File: src/rtl/prores_enc_pkg.sv
// Shared types and widths for the ProRes DC encode path.
package prores_enc_pkg;

  localparam int COEFF_W = 20;
  localparam int LEN_W   = 24;

  typedef enum logic [1:0] {
    IDLE  = 2'd0,
    FETCH = 2'd1,
    DRAIN = 2'd2,
    DONE  = 2'd3
  } dc_seq_state_t;

endpackage

File: src/rtl/prores_dc_len_accum.sv
// Per-slice DC codeword-length accumulator (saturating) and length-report counter.
module prores_dc_len_accum #(
  parameter int LEN_W = 24,
  parameter int CNT_W = 8
) (
  input  logic             i_clk,
  input  logic             i_reset,
  input  logic             i_clear,
  input  logic             i_len_valid,
  input  logic [LEN_W-1:0] i_len,
  output logic [LEN_W-1:0] o_sum_next,
  output logic [CNT_W-1:0] o_cnt_next
);

  logic [LEN_W-1:0] r_sum;
  logic [CNT_W-1:0] r_cnt;
  logic [LEN_W:0]   w_sum_wide;

  assign w_sum_wide = {1'b0, r_sum} + {1'b0, i_len};

  // Next values are exported so the sequencer can react in the same cycle as the last report.
  always_comb begin
    o_sum_next = r_sum;
    o_cnt_next = r_cnt;
    if (i_clear) begin
      o_sum_next = '0;
      o_cnt_next = '0;
    end else if (i_len_valid) begin
      o_sum_next = w_sum_wide[LEN_W] ? '1 : w_sum_wide[LEN_W-1:0];
      o_cnt_next = r_cnt + CNT_W'(1);
    end
  end

  always_ff @(posedge i_clk) begin
    if (i_reset) begin
      r_sum <= '0;
      r_cnt <= '0;
    end else begin
      r_sum <= o_sum_next;
      r_cnt <= o_cnt_next;
    end
  end

endmodule

File: src/rtl/prores_dc_encode_sequencer.sv
// Streams one slice's DC coefficients from the coefficient buffer into the DC entropy encoder.
// Optional DC_BITCOUNT_EN: count encoder lengths, drain on last length report, export slice DC bits.
module prores_dc_encode_sequencer #(
  parameter int COEFF_W     = prores_enc_pkg::COEFF_W,
  parameter int ADDR_W      = 10,
  parameter int CNT_W       = 8,
  parameter int LEN_W       = prores_enc_pkg::LEN_W,
  parameter int ENC_LATENCY = 4
) (
  input  logic               i_clk,
  input  logic               i_reset,
  input  logic               i_start,
  input  logic [ADDR_W-1:0]  i_slice_base_addr,
  input  logic [CNT_W-1:0]   i_slice_blocks,
  output logic               o_busy,
  output logic               o_done,
  output logic               o_coeff_rd_en,
  output logic [ADDR_W-1:0]  o_coeff_rd_addr,
  input  logic [COEFF_W-1:0] i_coeff_rd_data,
  output logic               o_enc_valid,
  output logic               o_enc_first,
  output logic [COEFF_W-1:0] o_enc_dc_coeff,
  input  logic               i_enc_len_valid,
  input  logic [LEN_W-1:0]   i_enc_len,
  output logic [LEN_W-1:0]   o_slice_dc_bits
);

  import prores_enc_pkg::*;

  dc_seq_state_t     r_state, w_next_state;
  logic [ADDR_W-1:0] r_base;
  logic [CNT_W-1:0]  r_blocks;
  logic [CNT_W-1:0]  r_rd_cnt;
  logic              r_enc_valid;
  logic              r_enc_first;
  logic              w_slice_start;
  logic              w_drain_exit;

  assign w_slice_start = (r_state == IDLE) && i_start;

  // NOTE: every always_comb output gets a default first so no path leaves it unassigned (no latch).
  always_comb begin
    w_next_state = r_state;
    unique case (r_state)
      IDLE:    if (i_start) w_next_state = (i_slice_blocks == '0) ? DONE : FETCH;
      FETCH:   if (r_rd_cnt == r_blocks - CNT_W'(1)) w_next_state = DRAIN;
      DRAIN:   if (w_drain_exit) w_next_state = DONE;
      DONE:    w_next_state = IDLE;
      default: w_next_state = IDLE;
    endcase
  end

  // NOTE: state is updated with non-blocking assignments so all registers see pre-edge values.
  always_ff @(posedge i_clk) begin
    if (i_reset) begin
      r_state     <= IDLE;
      r_base      <= '0;
      r_blocks    <= '0;
      r_rd_cnt    <= '0;
      r_enc_valid <= 1'b0;
      r_enc_first <= 1'b0;
    end else begin
      r_state     <= w_next_state;
      r_enc_valid <= (r_state == FETCH);
      r_enc_first <= (r_state == FETCH) && (r_rd_cnt == '0);
      if (w_slice_start) begin
        r_base   <= i_slice_base_addr;
        r_blocks <= i_slice_blocks;
        r_rd_cnt <= '0;
      end else if (r_state == FETCH) begin
        r_rd_cnt <= r_rd_cnt + CNT_W'(1);
      end
    end
  end

  assign o_busy          = (r_state != IDLE);
  assign o_done          = (r_state == DONE);
  assign o_coeff_rd_en   = (r_state == FETCH);
  assign o_coeff_rd_addr = o_coeff_rd_en ? r_base + ADDR_W'(r_rd_cnt) : '0;
  assign o_enc_valid     = r_enc_valid;
  assign o_enc_first     = r_enc_first;
  // The buffer registers its read data, so it lines up with the delayed read strobe.
  assign o_enc_dc_coeff  = r_enc_valid ? i_coeff_rd_data : '0;

`ifdef DC_BITCOUNT_EN
  logic [LEN_W-1:0] w_sum_next;
  logic [CNT_W-1:0] w_len_cnt_next;
  logic [LEN_W-1:0] r_slice_dc_bits;

  prores_dc_len_accum #(
    .LEN_W (LEN_W),
    .CNT_W (CNT_W)
  ) u_len_accum (
    .i_clk       (i_clk),
    .i_reset     (i_reset),
    .i_clear     (w_slice_start),
    .i_len_valid (i_enc_len_valid && (r_state != IDLE)),
    .i_len       (i_enc_len),
    .o_sum_next  (w_sum_next),
    .o_cnt_next  (w_len_cnt_next)
  );

  // Drain ends on the cycle the final length arrives, so done follows it directly.
  assign w_drain_exit = (w_len_cnt_next == r_blocks);

  always_ff @(posedge i_clk) begin
    if (i_reset) begin
      r_slice_dc_bits <= '0;
    end else if ((w_next_state == DONE) && (r_state != DONE)) begin
      r_slice_dc_bits <= w_sum_next;
    end
  end

  assign o_slice_dc_bits = r_slice_dc_bits;
`else
  localparam int DRAIN_W = $clog2(ENC_LATENCY + 2) + 1;
  logic [DRAIN_W-1:0] r_drain_cnt;
  logic               w_unused_enc_len;

  // Counts 0..ENC_LATENCY+1: covers the read-data stage plus the encoder pipeline.
  assign w_drain_exit = (r_drain_cnt == DRAIN_W'(ENC_LATENCY + 1));

  always_ff @(posedge i_clk) begin
    if (i_reset || w_slice_start) begin
      r_drain_cnt <= '0;
    end else if (r_state == DRAIN) begin
      r_drain_cnt <= r_drain_cnt + DRAIN_W'(1);
    end
  end

  assign w_unused_enc_len = ^{i_enc_len_valid, i_enc_len};
  assign o_slice_dc_bits  = '0;
`endif

endmodule

File: config.mk
export PLATFORM = sky130hd
export DESIGN_NAME = prores_dc_encode_sequencer
export DESIGN_NICKNAME = d
export VERILOG_FILES = /design/src/rtl/prores_enc_pkg.sv /design/src/rtl/prores_dc_len_accum.sv /design/src/rtl/prores_dc_encode_sequencer.sv
export SDC_FILE = /design/constraint.sdc
export NUM_CORES = 1
export LEC_CHECK = 0
export ABC_AREA = 0
export CAP_MARGIN = 15
export CORE_MARGIN = 1
export CORE_UTILIZATION = 30
export DETAILED_ROUTE_END_ITERATION = 7
export PLACE_DENSITY = 0.66
export SLEW_MARGIN = 30
export SYNTH_ARGS = -nofsm -noshare
export SYNTH_HDL_FRONTEND = slang
export SYNTH_SLANG_ARGS = --single-unit
File: constraint.sdc
create_clock -name i_clk -period 2.05 [get_ports i_clk]
set_input_delay 0.205 -clock i_clk [delete_from_list [all_inputs] [get_ports i_clk]]
set_output_delay 0.205 -clock i_clk [all_outputs]
set_load 0.05 [all_outputs]
==> results of run 1 <==
==> state kept, by name (all words and copies together), names as in the netlist <==
signal / cells
o_enc_first: 1
o_enc_valid: 1
r_base: 10
r_blocks: 8
r_drain_cnt: 4
r_rd_cnt: 8
r_state: 2
==> what timing repair did <==
item	CTS	global route
endpoints found under the hold margin	0	0
hold buffers	0	0
setup buffers	1	1
resized for setup	20	4
pin swaps	18	7
endpoints found under the setup margin	8	8
cloned	0	0
==> routing by layer <==
layer	GRT usage	vias up	wire, um
met5	0	-	0
met1	0.185	1033	2670
li1	-	1156	-
met4	0.0363	0	59
met2	0.275	87	2920
met3	0.0404	5	480
==> final timing paths <==
kind / endpoint / start / slack [ns]
worst max-delay path: o_coeff_rd_addr[8] / r_base[0]$_SDFFE_PP0P_ / -0.44
worst min-delay path: r_base[7]$_SDFFE_PP0P_ / r_base[7]$_SDFFE_PP0P_ / 0.47
worst max register to register: r_state[0]$_SDFFE_PP0P_ / r_blocks[1]$_SDFFE_PP0P_ / 0.02
worst min register to register: r_base[7]$_SDFFE_PP0P_ / r_base[7]$_SDFFE_PP0P_ / 0.47
==> per-stage QoR <==
stage / instance area (sq um) / setup slack [ns]
detailed placement: 3390 / -0.168
finish: 3600 / -0.437
floorplan: 2550 / -0.179
global placement: 3390 / -0.125
global route: 3600 / -0.519
CTS: 3570 / -0.460
==> layout make-up <==
type                            count  area, sq um  area share
Multi-Input combinational cell    244         1640       0.457
Timing Repair Buffer              100          987       0.274
Sequential cell                    34          694       0.193
Tap cell                           99          124      0.0344
Clock buffer                        6         82.6      0.0229
Inverter                           15         56.3      0.0156
Clock inverter                      2         12.5     0.00347
==> power by group through the flow <==
stage	Sequential (W)	Clock, W	Combinational, W
after CTS	0.000827	0.000541	0.00177
after global routing	0.000843	0.000572	0.00193
after global placement	0.000833	0	0.00169
after detailed placement	0.000838	0	0.00172
final	0.000830	0.000531	0.00178
after floorplan	0.000870	0	0.00116
==> critical path: stages (launching register included) <==
cell,delay (ns)
dfxtp_2,0.36
ha_4,0.14
inv_2,0.03
fa_2,0.34
nor2b_2,0.15
o21ai_2,0.09
a21boi_2,0.16
o21ai_2,0.09
a21oi_2,0.21
mux2i_4,0.27
buf_12,0.15
==> logic make-up (layout without fill, tap and decap cells) <==
family | after synthesis | count (layout) | synth area share
other cells | 1 | 24 | 0.00159
xor+xnor | 20 | 20 | 0.0743
compound gates | 50 | 50 | 0.127
flops | 34 | 34 | 0.289
buf+inv | 50 | 123 | 0.128
fa+ha+maj | 19 | 19 | 0.104
mux | 4 | 4 | 0.0170
simple gates | 127 | 127 | 0.260
==> cell usage in the layout (no fill, tap or decap), types with 3 or more instances in the layout <==
| cell type | Yosys | routed |
|---|---|---|
| clkbuf_8 | 2 | 6 |
| conb_1 | 1 | 24 |
| xor2_1 | 13 | 13 |
| nand2b_1 | 4 | 4 |
| xnor2_1 | 7 | 7 |
| clkdlybuf4s50_1 | 0 | 43 |
| dfxtp_2 | 0 | 5 |
| nand2_1 | 49 | 48 |
| ha_4 | 0 | 3 |
| nand4_1 | 4 | 4 |
| nand3_1 | 4 | 4 |
| a21oi_1 | 25 | 21 |
| dfxtp_1 | 34 | 27 |
| mux2i_4 | 0 | 3 |
| o21ai_2 | 0 | 3 |
| inv_1 | 15 | 12 |
| o21ai_0 | 9 | 5 |
| a21oi_2 | 0 | 3 |
| nor2b_1 | 5 | 4 |
| inv_2 | 0 | 3 |
| ha_1 | 18 | 14 |
| nor4_1 | 3 | 3 |
| nor2_1 | 24 | 23 |
| and2_1 | 22 | 22 |
| buf_4 | 25 | 46 |
| buf_12 | 0 | 10 |
==> run_results.csv, run 1 <==
group,metric,value,unit
power_and_ir_drop,p_seq_frac,0.264,
timing,setup_violations,6,
clock_network,ctsHtreeMaxLevel,2,
routing,initialDrtViolationCount,57,
clock_network,cts_root_buf,"clkbuf_8",
worst_setup_path,cp.required,1.85,ns
logic_synthesis,synth_most_common_cell,"nand2_1",
clock_network,cts_sinks,34,
logic_synthesis,synth-edff-count,0,
worst_setup_path,reg2regPathDepth,8,
die,core-area,0.00741,sq mm
global_routing,antenna_found_initial,0,
routing,wire_per_inst,12.3,um
worst_setup_path,criticalPathCategory,"reg2out",
global_routing,first_global_vias,2244,
die,pin_count,125,
die,die_w,90.7,um
logic_synthesis,synth_top_cell_area_share,0.289,
layout,layout.nets,485,
logic_synthesis,synth_warnings,0,
power_and_ir_drop,power_density,871,mW/mm^2
die,placementRows,31,
die,die_h,90.7,um
timing,fmax,402,MHz
placement,place_inst,490,
logic_synthesis,synth_top_area_cell,"dfxtp_1",
worst_setup_path,cp_max_fo,3,
timing,fin_worst_skew,0.00198,ns
power_and_ir_drop,p_comb_frac,0.566,
global_routing,overflow,0,
routing,routed_wl,6.13,mm
worst_setup_path,start_kind,"register",
layout,fin_util,0.486,
logic_synthesis,synth-seq-area-share,0.289,
layout,area_growth,52.7,%
global_routing,gr-usage-all-layers,0.155,
clock_network,clock_path_buffers,2,
timing,min_period,2.49,ns
clock_network,clk_latency,0.29,ns
routing,first_pass_iters,5,
die,start_util,0.318,
logic_synthesis,async_reset_ff_frac,0,
clock_network,clk_pin_slew,0.07,ns
logic_synthesis,synthesis.area,0.00236,sq mm
logic_synthesis,synth_commonest_cells,"nand2_1 (49), dfxtp_1 (34), a21oi_1 (25), buf_4 (25), nor2_1 (24)",
power_and_ir_drop,p_total,0.00314,W
power_and_ir_drop,internal-power,0.00169,W
layout,n_antenna_cell,0,
logic_synthesis,ys_ff_latch,34,
global_routing,grt_pass1_wl,10.4,mm
routing,ant_nets,0,
flow_run,maxCapViolCount,0,
logic_synthesis,syn_inst,305,
status,status,"finished, violations left",
timing,period_share,1.21,
timing,hold_viol,0,
worst_setup_path,end_kind,"output port",
power_and_ir_drop,leakage,1.49,nW
logic_synthesis,postSynthAreaPerCell,7.73,sq um
power_and_ir_drop,p_switching,0.00145,W
timing,relSlewSlack,0.664,
timing,fin_setup_tns,-1.53,ns
routing,dr_total_vias,2281,
layout,finalNonFillerCells,500,
layout,fillers,699,
routing,drc,0,
layout,drive_above_1_share,0.252,
min_path,min_path_cells,2,
worst_setup_path,critPathArrivalTime,2.28,ns
timing,fin_ws,-0.437,ns
die,die_area,0.00822,sq mm
min_path,hold_path.class,"reg2reg",
power_and_ir_drop,switching_share,0.461,
logic_synthesis,synthTopCellsByArea,"dfxtp_1 (29%), ha_1 (9.5%), buf_4 (8.0%), nand2_1 (7.8%), and2_1 (5.8%)",
placement,hpwl,4.84,mm
power_and_ir_drop,ir_drop,0.972,mV
logic_synthesis,yosysUniqueCellTypes,39,
timing,worst_pin_slew,0.502,ns
logic_synthesis,synth_ff_type,"dfxtp_1",
clock_network,cts_buffers,5,
power_and_ir_drop,power.share.clock,0.169,
status,violations,"negative setup slack",
timing,rsz0062_at_grt,"true",
global_routing,grt_max_degree,21,
clock_network,cts_tree,"yes",
routing,vias_per_cell,4.56,
timing,drv_slew,0,
timing,whs,0.469,ns
placement,routabilityCongestion,0.808,
placement,portBuffers,75,
Power figures use the tool's default switching activity.
==> run 2, diff against run 1 <==
Settings changed: GPL_TIMING_DRIVEN from default to 1.
==> results of run 2 <==
Same layout as run 1: the final DEF is identical, and so are final timing and power.
==> run 3, diff against run 2 <==
Settings changed: GPL_TIMING_DRIVEN 1 to 0, HOLD_SLACK_MARGIN from default to 0.12, SLEW_MARGIN 30 to 20.
==> run 3 against run 2 <==
  * The run still ends with negative setup slack left
  * Final area rose by 1.9%
  * Die area did not move
  * Clock skew rose by 0.0073 ns
  * Core utilization rose by 0.95 points
  * Routed wire length rose by 1.7%
  * Sequential power rose by 0.8%
  * Critical path type unchanged
  * Critical endpoint unchanged
==> run_results.csv, run 3 (same netlist as run 1, synthesis figures left out) <==
group,metric,value,unit
status,status,"finished, violations left",
status,violations,"negative setup slack",
layout,area_growth,55.6,%
routing,wire_per_inst,12.0,um
worst_setup_path,critPathArrivalTime,2.30,ns
layout,final_cell_mix,"nand2_1 (49), clkdlybuf4s50_1 (43), buf_4 (35)",
routing,initialDrtViolationCount,71,
power_and_ir_drop,leakage,1.62,nW
die,die_h,90.7,um
routing,vias_per_cell,4.51,
clock_network,clk_pin_slew,0.07,ns
timing,fin_worst_skew,0.00928,ns
routing,first_pass_iters,4,
timing,drv_slew,0,
routing,routed_wl,6.23,mm
worst_setup_path,start_kind,"register",
timing,fmax,399,MHz
die,start_util,0.318,
clock_network,ctsHtreeMaxLevel,2,
timing,min_period,2.50,ns
global_routing,gr-usage-all-layers,0.156,
worst_setup_path,cp.required,1.85,ns
global_routing,overflow,0,
timing,rsz0062_at_grt,"true",
timing,fin_ws,-0.454,ns
layout,final_common_cell,"nand2_1",
die,die_w,90.7,um
timing,relSlewSlack,0.653,
timing,hold_viol,0,
timing,worst_pin_slew,0.520,ns
placement,hpwl,4.73,mm
routing,drc,0,
layout,largest_reg_flops,10,
worst_setup_path,cp_max_fo,3,
global_routing,antenna_found_initial,0,
clock_network,cts_buffers,5,
die,die_area,0.00822,sq mm
worst_setup_path,critical_path.cell_chain,"ha_4 -> inv_2 -> fa_2 -> nor2b_4 -> o21ai_2 -> a21boi_2 -> o21ai_2 -> a21oi_2 -> mux2i_4 -> buf_6",
timing,fin_setup_tns,-1.39,ns
layout,layout.nets,505,
clock_network,clock_path_buffers,2,
global_routing,grt_max_degree,11,
worst_setup_path,reg2reg_slack,0.02,ns
clock_network,cts_root_buf,"clkbuf_8",
worst_setup_path,path_common_cell,"o21ai_2",
die,core-area,0.00741,sq mm
worst_setup_path,criticalPathCategory,"reg2out",
global_routing,first_global_vias,2152,
power_and_ir_drop,ir_drop,0.808,mV
clock_network,cts_tree,"yes",
routing,dr_total_vias,2343,
timing,setup_violations,6,
clock_network,ctsHoldBuffers,0,
layout,reg_top3,"r_base: 10 flops, r_blocks: 8 flops, r_rd_cnt: 8 flops",
power_and_ir_drop,power_density,832,mW/mm^2
clock_network,clk_latency,0.29,ns
flow_run,maxCapViolCount,0,
worst_setup_path,slowest_stage,"dfxtp_4",
timing,period_share,1.22,
timing,whs,0.456,ns
layout,drive_above_1_share,0.223,
layout,top_register,"r_base",
placement,routabilityCongestion,0.799,
die,placementRows,31,
global_routing,grt_pass1_wl,10.4,mm
clock_network,cts_sinks,34,
worst_setup_path,end_kind,"output port",
worst_setup_path,slowest_delay,0.37,ns
layout,n_antenna_cell,0,
die,pin_count,125,
min_path,hold_path.class,"in2reg",
routing,ant_nets,0,
placement,portBuffers,75,
-- run 3: cell count changes in the layout (fill, tap and decap cells not counted), moves of 2 or more --
cell           previous run  this run
dlygate4sd2_1             0        22
buf_2                     0         2
dfxtp_4                   2         4
buf_12                   10         0
dfxtp_1                  27        25
clkbuf_1                  0         7
buf_6                     1         8
clkbuf_8                  6         8
buf_4                    46        35
-- run 3: area by class of cell --
| type | instances | area, sq um |
|---|---|---|
| Fill cell | 697 | 3740 |
| Multi-Input combinational cell | 244 | 1650 |
| Timing Repair Buffer | 85 | 798 |
| Sequential cell | 34 | 702 |
| Buffer | 35 | 250 |
| Tap cell | 99 | 124 |
| Clock buffer | 7 | 86.3 |
| Inverter | 15 | 56.3 |
| Clock inverter | 1 | 5.00 |
-- run 3: metrics by stage --
stage                util  total power, W  area, sq um  instances  worst slack (ns)
global placement    0.462         0.00249         3420        502            -0.926
finish              0.496         0.00305         3670        520            -0.454
detailed placement  0.462         0.00251         3420        502            -0.935
floorplan               -         0.00203         2550        328            -0.179
CTS                 0.489         0.00304         3630        519            -0.462
global route        0.496         0.00325         3670        520            -0.542
-- run 3: what timing repair did --
item | in CTS | in global routing
endpoints found under the setup margin | 34 | 13
pin swaps | 17 | 6
buffers inserted | 9 | 2
cloned | 0 | 0
resized for setup | 106 | 15
-- run 3: final timing paths --
kind,from,to,depth (start not counted)
max,r_base[0]$_SDFFE_PP0P_,o_coeff_rd_addr[8],10
min,i_slice_base_addr[5],r_base[5]$_SDFFE_PP0P_,3
max reg2reg,r_blocks[1]$_SDFFE_PP0P_,r_state[0]$_SDFFE_PP0P_,8
min reg2reg,r_base[7]$_SDFFE_PP0P_,r_base[7]$_SDFFE_PP0P_,2
-- run 3: layer usage --
metal	GRT usage	vias up	share of wire
met2	0.263	90	0.46
li1	-	1199	-
met1	0.194	1044	0.45
met3	0.0421	10	0.079
met4	0.0430	0	0.013
met5	0	-	0
-- run 3: worst max-delay path: cells and delay by family (launching register included) --
kind | cells | cell delay, ns
flops | 1 | 0.37
simple gates | 1 | 0.13
fa+ha+maj | 2 | 0.48
mux | 1 | 0.26
compound gates | 4 | 0.57
buf+inv | 2 | 0.21
-- run 3: report_power, final --
group          total, W  internal [W]  switching, W  leakage [nW]
Sequential     0.000837      0.000754     0.0000831         0.283
Combinational   0.00171      0.000608       0.00110          1.29
Clock          0.000511      0.000271      0.000240        0.0482
